===== src/rtl/counter_dev.sv =====
// counter_dev: programmable down-counter timer at DEV0 (CTRL/PRESET/COUNT).
// One-shot or auto-reload, IRQ on terminal count, masked by CTRL.IM.
module counter_dev (
  input  logic        clk,
  input  logic        reset,
  input  logic [31:0] Addr,
  input  logic [31:0] WD,
  input  logic        Wr,
  input  logic [3:0]  BE,
  output logic [31:0] RD,
  output logic        IRQ
);

  localparam logic [1:0] S_IDLE = 2'd0;
  localparam logic [1:0] S_LOAD = 2'd1;
  localparam logic [1:0] S_CNT  = 2'd2;
  localparam logic [1:0] S_INT  = 2'd3;

  logic [3:0]  ctrl_q, ctrl_d;
  logic [31:0] preset_q, preset_d;
  logic [31:0] count_q, count_d;
  logic [1:0]  state_q, state_d;
  logic        irq_q, irq_d;

  logic        wr_ctrl;
  logic        wr_pre;
  logic        en;
  logic        auto_rl;
  logic        unused_addr;

  assign unused_addr = ^{Addr[31:4], Addr[1:0]};
  assign wr_ctrl = Wr && (Addr[3:2] == 2'd0);
  assign wr_pre  = Wr && (Addr[3:2] == 2'd1);
  assign en      = ctrl_q[0];
  assign auto_rl = (ctrl_q[2:1] == 2'b01);

  always_comb begin
    state_d = state_q;
    count_d = count_q;
    unique case (state_q)
      S_IDLE: if (en) state_d = S_LOAD;
      S_LOAD: begin
        count_d = preset_q;
        state_d = S_CNT;
      end
      S_CNT: begin
        if (!en) begin
          state_d = S_IDLE;
        end else if (count_q > 32'd1) begin
          count_d = count_q - 32'd1;
        end else begin
          count_d = 32'd0;
          state_d = S_INT;
        end
      end
      S_INT: state_d = auto_rl ? S_LOAD : S_IDLE;
      default: state_d = S_IDLE;
    endcase
  end

  // set on entry to INT beats the write-clear on the same edge
  always_comb begin
    irq_d = irq_q;
    if (wr_ctrl || wr_pre) irq_d = 1'b0;
    if (state_q == S_INT && auto_rl) irq_d = 1'b0;
    if (state_q == S_CNT && en && count_q <= 32'd1) irq_d = 1'b1;
  end

  always_comb begin
    ctrl_d = ctrl_q;
    if (state_q == S_INT && !auto_rl) ctrl_d[0] = 1'b0;
    if (wr_ctrl && BE[0]) ctrl_d = WD[3:0];
  end

  always_comb begin
    preset_d = preset_q;
    if (wr_pre) begin
      for (int i = 0; i < 4; i++) begin
        if (BE[i]) preset_d[8*i +: 8] = WD[8*i +: 8];
      end
    end
  end

  always_ff @(posedge clk) begin
    if (reset) begin
      ctrl_q   <= 4'd0;
      preset_q <= 32'd0;
      count_q  <= 32'd0;
      state_q  <= S_IDLE;
      irq_q    <= 1'b0;
    end else begin
      ctrl_q   <= ctrl_d;
      preset_q <= preset_d;
      count_q  <= count_d;
      state_q  <= state_d;
      irq_q    <= irq_d;
    end
  end

  always_comb begin
    RD = 32'd0;
    case (Addr[3:2])
      2'd0: RD = {28'd0, ctrl_q};
      2'd1: RD = preset_q;
      2'd2: RD = count_q;
      default: RD = 32'd0;
    endcase
  end

  assign IRQ = irq_q & ctrl_q[3];

endmodule


===== config.mk =====
export PLATFORM = sky130hd
export DESIGN_NAME = counter_dev
export DESIGN_NICKNAME = d
export VERILOG_FILES = /design/src/rtl/counter_dev.sv
export SDC_FILE = /design/constraint.sdc
export NUM_CORES = 1
export LEC_CHECK = 0
export ABC_AREA = 0
export ABC_CLOCK_PERIOD_IN_PS = 4600
export CAP_MARGIN = 20
export CORE_MARGIN = 1.5
export CORE_UTILIZATION = 45
export DETAILED_ROUTE_END_ITERATION = 10
export PLACE_DENSITY = 0.79
export RECOVER_POWER = 50
export SYNTH_ARGS = -nofsm -noshare
export SYNTH_HDL_FRONTEND = slang
export SYNTH_SLANG_ARGS = --single-unit

===== constraint.sdc =====
create_clock -name clk -period 4.6 [get_ports clk]
set_input_delay 0.92 -clock clk [delete_from_list [all_inputs] [get_ports clk]]
set_output_delay 0.92 -clock clk [all_outputs]
set_load 0.005 [all_outputs]

==> results.toml <==
[sta]
tightest_slew_ps = 914
worst_clock_skew_ps = 11.0
fin_crit_ps = 3860
whs_ps = 473
clock.fmax_mhz = 259
slew_headroom = 0.388
finalSetupViolCount = 0
drv_slew = 0
hold_viol = 0
tns_ps = 0
finalCritPeriodShare = 0.840
setup_slack_ps = 738
rsz0062_at_grt = "no"

[cells_and_area]
diodes = 0
fin_nets = 676
final_area_um2 = 5090
layout-drive-gt1-share = 0.0643
syn_to_final_growth_pct = 22.2
final_util = 0.575

[clocking]
clk_latency_ps = 350
cts-hold-fix-buffers = 0
clk_pin_slew_ps = 70
postCtsSetupBuffers = 0
htree_levels = 3
cts_resized = 0
cts.sinks = 71
numCtsBuffers = 9
clock_path_buffers = 2
tritoncts = "done"
clockRootBuffer = "clkbuf_8"

[worst_setup_path]
startpoint_type = "input pin"
cp_data_required_time_ps = 3680
worstPathArrival_ps = 2940
crit_path_end_kind = "output pin"
crit_type = "in2out"
crit_path_max_fanout = 40

[synthesis]
synth_edf_count = 0
async_reset_ff_frac = 0
synth-seq-area-share = 0.342
netlist_area_um2 = 4160
syn_nets = 631
yosys_warnings = 0
synthFlopType = "dfxtp_1"
synth-seq-cells = 71
synthCells = 558
synth_cell_type_count = 60
syn_area_per_cell_um2 = 7.46

[floorplan]
fp.dieH_um = 99.2
dieArea_um2 = 9830
row_count = 34
start_util = 0.470
core_um2 = 8850
ioPinCount = 104
die_x_um = 99.2

[global_routing]
grt_overflow = 0
grtUsageTotal = 0.253
grt_max_degree = 45
antenna_found_initial = 0
grt_pass1_vias = 4272
grt_pass1_wl_um = 20200

[power]
peakVddDrop_mv = 0.267
power_density_nw_per_um2 = 280
p_leak_nw = 1.86

[place]
numPortBuffers = 73
dp_hpwl_um = 8170
pre_cts_ws_ps = 826
dpl_cell_area_um2 = 4860
place_congestion = 0.941

[drt]
dr.pass1.iters = 5
num_vias = 4386
remaining_drc_errors = 0
drt_iter0_drc = 305
ant_nets = 0
via_per_inst = 6.13
finalWirelength_um = 12100
wl_per_cell_um = 17.0

[job]
cap_violations = 0

[outcome]
status = "completed"

[min_path]
min_path_type = "reg2reg"
==> cell usage in the layout, fill, tap and decap left out, types with 3 or more instances in the layout <==
| cell type | count |
|---|---|
| nand2b_1 | 5 |
| nand3_1 | 14 |
| and3_1 | 4 |
| nor4_1 | 11 |
| a211oi_1 | 20 |
| dfxtp_1 | 71 |
| a22o_1 | 28 |
| clkdlybuf4s50_1 | 70 |
| mux2i_1 | 7 |
| nor2_1 | 39 |
| nand3b_1 | 3 |
| a211o_1 | 3 |
| nor4_2 | 3 |
| a31o_2 | 3 |
| nand2_1 | 99 |
| a221oi_1 | 4 |
| bufinv_16 | 3 |
| o21ai_0 | 40 |
| inv_1 | 8 |
| o21a_1 | 3 |
| nand4_1 | 9 |
| a21o_1 | 6 |
| nor3_1 | 15 |
| clkbuf_8 | 9 |
| or2_2 | 3 |
| buf_4 | 7 |
| a21oi_1 | 65 |
| o31ai_1 | 7 |
==> cells in the mapped netlist (all sizes together), types with 6 or more instances <==
cell | count | area share
a21oi | 65 | 0.078
o21ai | 42 | 0.051
a211oi | 20 | 0.036
buf | 13 | 0.020
nand2 | 99 | 0.089
dfxtp | 71 | 0.34
mux2i | 7 | 0.017
nand4 | 9 | 0.014
o31ai | 7 | 0.013
nor2 | 39 | 0.035
nand3 | 15 | 0.019
clkbuf | 34 | 0.033
inv | 8 | 0.0072
a22o | 28 | 0.059
nor3 | 16 | 0.022
nor4 | 15 | 0.031
a21o | 6 | 0.011
==> critical path, stage by stage <==
cell	delay, ps
dlygate4sd3_1	680
nor2b_2	150
buf_4	410
a22o_1	250
clkdlybuf4s50_1	510
==> path summary, 6_finish.rpt <==
path	startpoint	end	slack (ps)	cells after the start
max	Addr[3]	RD[20]	740	5
min	irq_q$_SDFFE_PP0P_	irq_q$_SDFFE_PP0P_	470	2
max reg2reg	count_q[12]$_SDFFE_PP0P_	count_q[29]$_SDFFE_PP0P_	1630	6
min reg2reg	irq_q$_SDFFE_PP0P_	irq_q$_SDFFE_PP0P_	470	2
==> cells by family (layout without fill, tap and decap cells) <==
logic type / Yosys count / count (layout) / share of synthesized area
and+or+nand+nor: 223 / 223 / 0.261
AOI/OAI and AO/OA: 197 / 197 / 0.308
DFF: 71 / 71 / 0.342
buffers and inverters: 55 / 104 / 0.0610
muxes: 7 / 7 / 0.0168
xor gates and xnor gates: 3 / 3 / 0.00632
adders and majority gates: 2 / 2 / 0.00601
==> through the flow <==
step           instances  power, mW
6_report             715       1.43
5_1_grt              715       1.48
4_1_cts              714       1.43
3_5_place_dp         699      0.835
3_3_place_gp         699      0.830
2_1_floorplan        558      0.762
==> power breakdown <==
group | switching, mW | leakage, nW | internal (mW) | total [mW]
Clock | 0.243 | 0.117 | 0.359 | 0.603
Sequential | 0.0140 | 0.574 | 0.624 | 0.638
Combinational | 0.103 | 1.17 | 0.0820 | 0.185
==> final cells by class <==
class	count	area, um2
timing repair buffer	81	782
multi-input combinational	432	2480
clock buffer	10	128
fill	845	3760
sequential	71	1420
inverter	8	30.0
clock inverter	5	108
tap	108	135
==> metal layers <==
metal | up-vias | part of all wire | track usage
met5 | - | 0 | 0
met4 | 0 | 0.011 | 0.0867
met3 | 16 | 0.067 | 0.0611
met2 | 184 | 0.48 | 0.424
met1 | 2065 | 0.44 | 0.319
li1 | 2121 | - | -
==> state kept, by name, indices dropped and copies added (netlist names) <==
register  cells
count_q      32
ctrl_q        4
irq_q         1
preset_q     32
state_q       2
Power figures use the tool's default switching activity.
